`src/rtl/line_scheduler_if.sv`:
```
// Option-memory / line-solver handshake between the scheduler (master) and the solver side (slave).
interface line_scheduler_if #(
    parameter int SIZE   = 3,
    parameter int OPT_W  = 7,
    parameter int LINE_W = $clog2(2*SIZE)
);
    logic              opt_req;
    logic [LINE_W-1:0] opt_line;
    logic [OPT_W-1:0]  opt_idx;
    logic              res_valid;
    logic              res_keep;
    logic              cmp_we;
    logic [LINE_W-1:0] cmp_line;
    logic [OPT_W-1:0]  cmp_src;
    logic [OPT_W-1:0]  cmp_dst;
    logic              commit;
    logic [LINE_W-1:0] commit_line;
    logic [OPT_W-1:0]  commit_count;
    logic              mask_valid;
    logic [2*SIZE-1:0] mask;

    modport master (
        output opt_req, opt_line, opt_idx, cmp_we, cmp_line, cmp_src, cmp_dst,
               commit, commit_line, commit_count,
        input  res_valid, res_keep, mask_valid, mask
    );

    modport slave (
        input  opt_req, opt_line, opt_idx, cmp_we, cmp_line, cmp_src, cmp_dst,
               commit, commit_line, commit_count,
        output res_valid, res_keep, mask_valid, mask
    );
endinterface

```
`src/rtl/line_scheduler.sv`:
```
// Round-robin line scheduler for the nonogram solver: streams each pending line's options,
// compacts survivors in place, commits the reduced count and re-arms affected lines.
module line_scheduler #(
    parameter int SIZE   = 3,
    parameter int OPT_W  = 7,
    parameter int LINE_W = $clog2(2*SIZE)
) (
    input  logic                      clk,
    input  logic                      rst,
    input  logic                      start,
    input  logic [2*SIZE*OPT_W-1:0]   init_count,
    line_scheduler_if.master          bus,
    output logic                      busy,
    output logic                      done,
    output logic                      solved,
    output logic                      fail,
    output logic [15:0]               lines_served
);
    localparam int NL = 2*SIZE;

    localparam logic [2:0] ST_IDLE      = 3'd0;
    localparam logic [2:0] ST_POP       = 3'd1;
    localparam logic [2:0] ST_ISSUE     = 3'd2;
    localparam logic [2:0] ST_WAIT      = 3'd3;
    localparam logic [2:0] ST_COMMIT    = 3'd4;
    localparam logic [2:0] ST_WAIT_MASK = 3'd5;
    localparam logic [2:0] ST_DONE      = 3'd6;
    localparam logic [2:0] ST_FAIL      = 3'd7;

    logic [2:0]        state_r, state_s;
    logic [OPT_W-1:0]  count_r [NL];
    logic [NL-1:0]     pending_r;
    logic [LINE_W-1:0] rr_r, cur_r, pick_s;
    logic [OPT_W-1:0]  rd_idx_r, wr_ptr_r, wr_next_s;
    logic              found_s, all_one_s, last_s;
    logic [NL-1:0]     cur_onehot_s;

    // Round-robin search: first pending line after the one served last.
    always_comb begin
        pick_s  = rr_r;
        found_s = 1'b0;
        for (int k = 1; k <= NL; k++) begin
            pick_s  = (!found_s && pending_r[(int'(rr_r) + k) % NL]) ? LINE_W'((int'(rr_r) + k) % NL) : pick_s;
            found_s = found_s | pending_r[(int'(rr_r) + k) % NL];
        end
    end

    // Solved means every line is down to exactly one option.
    always_comb begin
        all_one_s = 1'b1;
        for (int l = 0; l < NL; l++) begin
            all_one_s = all_one_s & (count_r[l] == OPT_W'(1));
        end
    end

    assign wr_next_s    = wr_ptr_r + {{(OPT_W-1){1'b0}}, bus.res_keep};
    assign last_s       = ((rd_idx_r + OPT_W'(1)) == count_r[cur_r]);
    assign cur_onehot_s = {{(NL-1){1'b0}}, 1'b1} << cur_r;

    // Next-state decode.
    always_comb begin
        state_s = state_r;
        case (state_r)
            ST_IDLE, ST_DONE, ST_FAIL: begin
                state_s = start ? ST_POP : state_r;
            end
            ST_POP: begin
                if (!found_s) begin
                    state_s = ST_DONE;
                end else if (count_r[pick_s] == OPT_W'(0)) begin
                    state_s = ST_FAIL;
                end else begin
                    state_s = ST_ISSUE;
                end
            end
            ST_ISSUE: begin
                state_s = ST_WAIT;
            end
            ST_WAIT: begin
                if (bus.res_valid) begin
                    state_s = last_s ? ST_COMMIT : ST_ISSUE;
                end else begin
                    state_s = state_r;
                end
            end
            ST_COMMIT: begin
                state_s = (wr_ptr_r == OPT_W'(0)) ? ST_FAIL : ST_WAIT_MASK;
            end
            ST_WAIT_MASK: begin
                state_s = bus.mask_valid ? ST_POP : state_r;
            end
            default: begin
                state_s = ST_IDLE;
            end
        endcase
    end

    // Scheduler state, per-line bookkeeping and registered strobes/status.
    always_ff @(posedge clk or posedge rst) begin
        if (rst) begin
            state_r          <= ST_IDLE;
            pending_r        <= '0;
            rr_r             <= '0;
            cur_r            <= '0;
            rd_idx_r         <= '0;
            wr_ptr_r         <= '0;
            for (int l = 0; l < NL; l++) begin
                count_r[l] <= '0;
            end
            bus.opt_req      <= 1'b0;
            bus.opt_line     <= '0;
            bus.opt_idx      <= '0;
            bus.cmp_we       <= 1'b0;
            bus.cmp_line     <= '0;
            bus.cmp_src      <= '0;
            bus.cmp_dst      <= '0;
            bus.commit       <= 1'b0;
            bus.commit_line  <= '0;
            bus.commit_count <= '0;
            busy             <= 1'b0;
            done             <= 1'b0;
            solved           <= 1'b0;
            fail             <= 1'b0;
            lines_served     <= 16'd0;
        end else begin
            state_r     <= state_s;
            bus.opt_req <= 1'b0;
            bus.cmp_we  <= 1'b0;
            bus.commit  <= 1'b0;
            busy        <= !((state_s == ST_IDLE) || (state_s == ST_DONE) || (state_s == ST_FAIL));
            done        <= (state_s == ST_DONE);
            fail        <= (state_s == ST_FAIL);
            case (state_r)
                ST_IDLE, ST_DONE, ST_FAIL: begin
                    if (start) begin
                        for (int l = 0; l < NL; l++) begin
                            count_r[l] <= init_count[l*OPT_W +: OPT_W];
                        end
                        pending_r    <= '1;
                        rr_r         <= LINE_W'(NL-1);
                        lines_served <= 16'd0;
                        solved       <= 1'b0;
                    end
                end
                ST_POP: begin
                    if (found_s) begin
                        pending_r[pick_s] <= 1'b0;
                        rr_r              <= pick_s;
                        cur_r             <= pick_s;
                        rd_idx_r          <= '0;
                        wr_ptr_r          <= '0;
                        if (lines_served != 16'hFFFF) begin
                            lines_served <= lines_served + 16'd1;
                        end
                        if (count_r[pick_s] != OPT_W'(0)) begin
                            bus.opt_req  <= 1'b1;
                            bus.opt_line <= pick_s;
                            bus.opt_idx  <= '0;
                        end
                    end else begin
                        solved <= all_one_s;
                    end
                end
                ST_WAIT: begin
                    if (bus.res_valid) begin
                        // Survivors slide down over discarded slots; no copy when already in place.
                        if (bus.res_keep && (wr_ptr_r != rd_idx_r)) begin
                            bus.cmp_we   <= 1'b1;
                            bus.cmp_line <= cur_r;
                            bus.cmp_src  <= rd_idx_r;
                            bus.cmp_dst  <= wr_ptr_r;
                        end
                        rd_idx_r <= rd_idx_r + OPT_W'(1);
                        wr_ptr_r <= wr_next_s;
                        if (last_s) begin
                            count_r[cur_r]   <= wr_next_s;
                            bus.commit       <= 1'b1;
                            bus.commit_line  <= cur_r;
                            bus.commit_count <= wr_next_s;
                        end else begin
                            bus.opt_req  <= 1'b1;
                            bus.opt_line <= cur_r;
                            bus.opt_idx  <= rd_idx_r + OPT_W'(1);
                        end
                    end
                end
                ST_WAIT_MASK: begin
                    if (bus.mask_valid) begin
                        pending_r <= pending_r | (bus.mask & ~cur_onehot_s);
                    end
                end
                default: begin
                end
            endcase
        end
    end
endmodule

```
`src/flat_wrapper.sv`:
```
// flat-port wrapper written by rule: the top's interface ports become plain ports
module line_scheduler_flat 
#(
    parameter int SIZE   = 3,
    parameter int OPT_W  = 7,
    parameter int LINE_W = $clog2(2*SIZE)
)
  (clk, rst, start, init_count, busy, done, solved, fail, lines_served, bus_opt_req, bus_opt_line, bus_opt_idx, bus_cmp_we, bus_cmp_line, bus_cmp_src, bus_cmp_dst, bus_commit, bus_commit_line, bus_commit_count, bus_res_valid, bus_res_keep, bus_mask_valid, bus_mask);
  line_scheduler_if #(.SIZE(SIZE), .OPT_W(OPT_W), .LINE_W(LINE_W)) bus_i ();
  input  logic clk;
  input  logic rst;
  input  logic start;
  input  logic [2*SIZE*OPT_W-1:0] init_count;
  output logic busy;
  output logic done;
  output logic solved;
  output logic fail;
  output logic [15:0] lines_served;
  output wire logic [$bits(bus_i.opt_req)-1:0] bus_opt_req;
  output wire logic [$bits(bus_i.opt_line)-1:0] bus_opt_line;
  output wire logic [$bits(bus_i.opt_idx)-1:0] bus_opt_idx;
  output wire logic [$bits(bus_i.cmp_we)-1:0] bus_cmp_we;
  output wire logic [$bits(bus_i.cmp_line)-1:0] bus_cmp_line;
  output wire logic [$bits(bus_i.cmp_src)-1:0] bus_cmp_src;
  output wire logic [$bits(bus_i.cmp_dst)-1:0] bus_cmp_dst;
  output wire logic [$bits(bus_i.commit)-1:0] bus_commit;
  output wire logic [$bits(bus_i.commit_line)-1:0] bus_commit_line;
  output wire logic [$bits(bus_i.commit_count)-1:0] bus_commit_count;
  input wire logic [$bits(bus_i.res_valid)-1:0] bus_res_valid;
  input wire logic [$bits(bus_i.res_keep)-1:0] bus_res_keep;
  input wire logic [$bits(bus_i.mask_valid)-1:0] bus_mask_valid;
  input wire logic [$bits(bus_i.mask)-1:0] bus_mask;
  assign bus_opt_req = bus_i.opt_req;
  assign bus_opt_line = bus_i.opt_line;
  assign bus_opt_idx = bus_i.opt_idx;
  assign bus_cmp_we = bus_i.cmp_we;
  assign bus_cmp_line = bus_i.cmp_line;
  assign bus_cmp_src = bus_i.cmp_src;
  assign bus_cmp_dst = bus_i.cmp_dst;
  assign bus_commit = bus_i.commit;
  assign bus_commit_line = bus_i.commit_line;
  assign bus_commit_count = bus_i.commit_count;
  assign bus_i.res_valid = bus_res_valid;
  assign bus_i.res_keep = bus_res_keep;
  assign bus_i.mask_valid = bus_mask_valid;
  assign bus_i.mask = bus_mask;
  line_scheduler #(.SIZE(SIZE), .OPT_W(OPT_W), .LINE_W(LINE_W)) u_core (.clk(clk), .rst(rst), .start(start), .init_count(init_count), .bus(bus_i), .busy(busy), .done(done), .solved(solved), .fail(fail), .lines_served(lines_served));
endmodule
```
`config.mk`:
```
export PLATFORM = sky130hd
export DESIGN_NAME = line_scheduler_flat
export DESIGN_NICKNAME = d
export VERILOG_FILES = /design/src/rtl/line_scheduler_if.sv /design/src/rtl/line_scheduler.sv /design/src/flat_wrapper.sv
export SDC_FILE = /design/constraint.sdc
export NUM_CORES = 1
export LEC_CHECK = 0
export ABC_AREA = 0
export CAP_MARGIN = 25
export CORE_AREA = 8 8 136 138
export CTS_CLUSTER_DIAMETER = 80
export DETAILED_ROUTE_END_ITERATION = 10
export DIE_AREA = 0 0 144 146
export PLACE_DENSITY = 0.76
export SLEW_MARGIN = 20
export SYNTH_ARGS = -nofsm -noshare
export SYNTH_HDL_FRONTEND = slang
export SYNTH_SLANG_ARGS = --single-unit
```
`constraint.sdc`:
```
create_clock -name clk -period 4.69 [get_ports clk]
set_input_delay 0.938 -clock clk [delete_from_list [all_inputs] [get_ports clk]]
set_output_delay 0.938 -clock clk [all_outputs]
set_load 0.02 [all_outputs]
```
# Yosys cells after proc, flatten, opt, wreduce, memory -nomap -nowiden
# Index checks and enable logic that the tools add are counted.
[totals]
regBits = 131
elab_cells = 221
ramBits = 0
latchBits = 0
inputBits = 54
mem_bits_ro = 0
memories = 0
output_inout_bits = 60
[op_classes]
n_eq_ne = 27
mux = 87
addsub = 9
reduce_logical = 36
shift = 1
n_lt_le_gt_ge = 11
div_mod_pow = 6
mul = 0
n_bitwise = 17
[op_table]
columns = ["cell", "count"]
rows = [
  ["32-bit by 5-bit less-than comparator with 1-bit output (second input constant)", 6],
  ["32-bit by 4-bit remainder unit with 32-bit output (second input constant)", 6],
  ["42-bit two-way mux", 3],
  ["7-bit two-way mux", 12],
  ["42-bit case mux with 2 select lines", 1],
  ["3-bit two-way mux", 18],
  ["16-bit two-way mux", 3],
  ["7-bit binary-select mux with 3-bit select", 2],
  ["42-bit bitwise mux", 1],
  ["7-bit by 1-bit equality test with 1-bit output (second input constant)", 6],
  ["7-bit case mux with 2 select lines", 3],
  ["16-bit case mux with 2 select lines", 1],
  ["1-bit two-way mux", 25],
  ["7-bit demux with 3-bit select", 1],
  ["1-bit binary-select mux with 3-bit select", 6],
  ["3-bit equality test (second input constant)", 6],
  ["6-bit two-way mux", 3],
  ["3-bit case mux with 6 select lines", 1],
  ["6-bit case mux with 3 select lines", 1],
  ["16-bit by 1-bit adder with 16-bit output (second input constant)", 1],
  ["16-bit inequality test (second input constant)", 1],
  ["3-bit AND reduction", 5],
  ["7-bit zero test", 2],
  ["3-bit by 3-bit adder with 4-bit output (second input constant)", 3],
  ["36 further kinds", 77],
]

# Longest topological paths before layout
[logic_depth]
depth_word = 24
mapped_depth = 21
mapped_depth_nobuf = 17

# Worst setup path after synthesis
# OpenSTA, ideal clock, no wires.
[synth_path]
path_type = "reg-to-reg"
from = "register u_core.rr_r[0]"
to = "register u_core.bus.opt_idx[0]"
stages_incl_launch_ff = 20
setup_time_ps = 125
synth_period_minus_slack_ps = 4536
t_required_ps = 4565
arrival_time_ps = 4411
setup_slack_ps = 154
path_buffers = 3
path_cell_list = "dfrtp_1 -> buf_6 -> buf_12 -> inv_1 -> ha_1 -> xor2_2 -> inv_1 -> ha_1 -> nand2b_1 -> or3_1 -> a21o_1 -> o311ai_0 -> o21ai_0 -> or4b_1 -> nand4_2 -> mux2_2 -> a211oi_2 -> o31ai_4 -> buf_6 -> mux2_4"
[synth_via]
elab_chain_cells = 19
elab_cells_between_ends = 59
cone_classes = "add/sub (6); div (6); eq/ne (2); mux (27); bitwise (6); reduce/logical (12)"
[synth_rtl]
columns = ["element", "line", "source"]
rows = [
  ["from (decl)", "line_scheduler.sv:33", "logic [LINE_W-1:0] rr_r, cur_r, pick_s;"],
  ["from (signal assigned)", "line_scheduler.sv:140", "rr_r <= LINE_W'(NL-1);"],
  ["from (signal assigned)", "line_scheduler.sv:148", "rr_r <= pick_s;"],
  ["3-bit by 1-bit adder with 4-bit output / 3-bit by 2-bit adder with 4-bit output (equally long branches)", "line_scheduler.sv:43, line_scheduler.sv:44", ""],
  ["32-bit by 4-bit remainder unit with 32-bit output", "line_scheduler.sv:43, line_scheduler.sv:44", ""],
  ["1-bit binary-select mux with 3-bit select", "line_scheduler.sv:43, line_scheduler.sv:44", ""],
  ["1-bit two-way mux (not written as such) (2 in a row)", "line_scheduler.sv:43, line_scheduler.sv:44", ""],
  ["1-bit zero test / 1-bit OR (equally long branches)", "line_scheduler.sv:43, line_scheduler.sv:44", ""],
  ["1-bit logical AND (tied with other cells)", "line_scheduler.sv:43", "pick_s = (!found_s && pending_r[(int'(rr_r) + k) % NL]) ? LINE_W'((int'(rr_r) + k) % NL) : pick_s;"],
  ["3-bit two-way mux (tied with other cells) (3 in a row)", "line_scheduler.sv:43", ""],
  ["3-bit two-way mux / 1-bit logical AND (equally long branches)", "line_scheduler.sv:43", ""],
  ["3-bit two-way mux", "line_scheduler.sv:43", ""],
  ["3-bit inverter with 4-bit output (not written as such)", "line_scheduler.sv:155", "if (count_r[pick_s] != OPT_W'(0)) begin"],
  ["7-bit binary-select mux with 3-bit select", "line_scheduler.sv:155", ""],
  ["7-bit two-way mux (not written as such) (2 in a row)", "line_scheduler.sv:155", ""],
  ["7-bit nonzero test", "line_scheduler.sv:155", ""],
  ["2-bit by 1-bit inequality test with 1-bit output (no source line)", "-", ""],
  ["5-bit AND reduction (no source line) *", "-", ""],
  ["to (signal assigned)", "line_scheduler.sv:183", "bus.opt_idx <= rd_idx_r + OPT_W'(1);"],
  ["to (decl)", "line_scheduler_if.sv:23", "output opt_req, opt_line, opt_idx, cmp_we, cmp_line, cmp_src, cmp_dst,"],
]
# Every way passes the cells marked *; elsewhere a longest branch is shown, timed or not. The select of a mux whose other input is x is not followed.
# A chain may end at the register's enable or synchronous reset.

# Worst setup path after layout
[layout_path]
from = "register u_core.rr_r[1]"
to = "register u_core.bus.opt_idx[5]"
# The elaborated chain is that of the path after synthesis.

==> impl_metrics.tcl <==
set metrics [dict create \
    status "finished clean" \
    path_cells "buf_4 -> ha_1 -> a21oi_2 -> inv_1 -> ha_1 -> nand2b_1 -> or3_1 -> a21oi_1 -> a311o_1 -> o21ai_1 -> or4b_4 -> nand4_4 -> buf_4 -> mux2_2 -> a211oi_4 -> o31ai_4 -> buf_12 -> mux2_4" \
    r2r.worst_path.cells 18 \
    vdd_ir_drop_max_mv 0.409 \
    yosys.area_share.adder_pct 2.67 \
    hpwl_um 17100 \
    r2r_start "u_core.rr_r[1]" \
    fin_area_um2 10100 \
    rsz0062_at_grt "false" \
    cap_violations 0 \
    async_reset_ff_share_pct 100 \
    slowest_stage "or4b_4" \
    cts_tree "yes" \
    period_share_pct 96.9 \
    synth_warnings 0 \
    power_density_nw_per_um2 809 \
    final_antenna_net_count 0 \
    grt_pass1_vias 6962 \
    reg2reg_to "u_core.bus.opt_idx[5]" \
    relSlewSlack_pct 44.4 \
    hp-start "u_core.solved" \
    gp_congestion 0.910 \
    start_kind "register" \
    seq_area_frac_synth_pct 41.2 \
    totalWireLength_um 23900 \
    min_period_ps 4540 \
    io_pins 114 \
    slew_violations 0 \
    rrSetupSlack_ps 150 \
    layout-drive-gt1-share_pct 15.8 \
    synth_nets 923 \
    required_ps 4990 \
    synth_cell_type_count 86 \
    synth_ff_type "dfrtp_1" \
    cpPeakStageDelay_ps 530 \
    antenna_found_initial 0 \
    hold_viol 0 \
    viasPerCell 5.94 \
    hold-path-endpoint "u_core.solved" \
    clkLatencyLatePin_ps 420 \
    instances_no_fill 1218 \
    syn-instance-count 852 \
    synth_largest_area_cell "dfrtp_1" \
    leakagePower_nw 4.43 \
    setup_viol 0 \
    diodes 0 \
    synth_top_family_by_area "simple AND/OR/NAND/NOR gates" \
    power_mw 8.21 \
    clk_path_buf_depth 2 \
    grt_pass1_wl_um 37900 \
    fin_worst_hold_slack_ps 485 \
    cp.arrival_ps 4840 \
    syn_area_per_cell_um2 9.34 \
    dieArea_um2 21000 \
    coreArea_um2 16300 \
    drt_iter0_markers 755 \
    num-nets-final 1056 \
    synthTopCellsByCount "dfrtp_1, nand2_1, nor2_1, a21oi_1, o21ai_0" \
    fin_util_pct 62.3 \
    die_h_um 146 \
    path_delay_family "simple AND/OR/NAND/NOR gates" \
    hold_path_class "reg -> reg" \
    worst_slew_pin_slew_ps 834 \
    cts_hold_buf 0 \
    die_w_um 144 \
    min_path_cells 1 \
    place_area_um2 9410 \
    synthTopCellsByArea "dfrtp_1, nand2_1, nor2_1" \
    end_kind "register" \
    yosys.area_share.simple_pct 18.8 \
    drc_errors 0 \
    start_util_pct 48.8 \
    fin_ws_ps 148 \
    finalSetupTns_ps 0 \
    dp_slack_ps -104 \
    placed_cells 1180 \
    clk_pin_slew_worst_paths_ps 60 \
    synth_most_common_cell "dfrtp_1" \
    crit_path_max_fanout 10 \
    grt-ovfl-total 0 \
    synthMuxAreaShare_pct 9.36 \
    yosysTopAreaCellShare_pct 41.2 \
    firstDrtPassIters 8 \
    cts.htree.levels 4 \
    area_growth_pct 27.6 \
    wl_per_cell_um 19.7 \
    synth-xor-area-share_pct 4.62 \
    syn_area_um2 7950 \
    synth_edf_count 0 \
    rows 47 \
    vias 7237 \
    skew_ps 9.34 \
    numCtsBuffers 17 \
    io_buffers 113 \
    max_freq_mhz 220 \
    synth_compound_area_share_pct 18.1 \
    grt_usage_pct 23.0 \
    critical_path_class "reg -> reg" \
    synth-seq-cells 131 \
    cp.buffers_inverters 4 \
    numClockSinks 131 \
    grt_max_degree 97 \
    root_buffer "clkbuf_16" \
]
layout make-up:
class / instances / area [um^2]
clock buffer: 18 / 439
clock inverter: 14 / 184
fill: 1353 / 6140
inverter: 32 / 123
multi-input combinational: 641 / 4320
sequential: 131 / 3280
tap: 220 / 275
timing repair buffer: 162 / 1530
power breakdown:
part / internal, mW / switching, mW
registers: 1.50 / 0.429
clock network: 0.900 / 0.519
logic: 2.06 / 2.81
total: 4.46 / 3.75
sequential cells by signal (all words and copies together) (netlist names), 6 cells and up:
signal	flops
u_core.bus.commit_count	7
u_core.bus.opt_idx	7
u_core.bus.cmp_dst	7
u_core.pending_r	6
u_core.bus.cmp_src	7
u_core.lines_served	16
u_core.count_r	42
u_core.rd_idx_r	7
u_core.wr_ptr_r	7
placed cells by master, fill, tap and decap left out, types with 4 or more instances in the layout:
cell	n
buf_4	45
ha_1	16
clkdlybuf4s50_1	113
a32o_1	6
and2_1	4
nor2_1	99
or3_1	4
nor4_1	12
xnor2_1	12
o21ai_0	55
a21oi_1	58
nand3b_1	5
clkbuf_16	17
mux2i_1	17
and3_1	10
o22ai_1	26
mux2_4	9
inv_1	28
nor3_1	14
xor2_1	25
bufinv_16	4
nand4_1	10
mux4_2	7
mux2_2	25
nand2b_1	7
nand2_1	102
nand3_1	26
dfrtp_1	129
clkinv_2	6
a22oi_1	7
a21o_1	5
cell families after synthesis:
logic type | count (synthesis)
adders and majority gates | 17
xor gates and xnor gates | 39
and+or+nand+nor | 317
buffers and inverters | 80
AOI/OAI and AO/OA | 210
DFF | 131
muxes | 58
layer usage:
layer,wire length (um),GRT usage (%)
met1,10000,30.2
met2,11200,35.5
met3,2060,5.48
met4,651,9.31
met5,0,0
what timing repair did:
item                                    in CTS  in global routing
gates resized for setup                      1                 12
buffers inserted                             1                  3
endpoints found under the setup margin      10                 15
pin swaps                                    1                  4
how the worst max path moves through the flow:
stage,start,end,cells past startpoint
2_1_floorplan,u_core.rr_r[0],u_core.bus.opt_idx[0],19
3_3_place_gp,u_core.rr_r[1],u_core.bus.opt_line[2],18
3_5_place_dp,u_core.rr_r[1],u_core.bus.opt_line[2],17
4_1_cts,u_core.rr_r[1],u_core.bus.opt_idx[5],18
5_1_grt,u_core.rr_r[1],u_core.bus.opt_idx[5],16
6_report,u_core.rr_r[1],u_core.bus.opt_idx[5],18
Power figures use the tool's default switching activity.
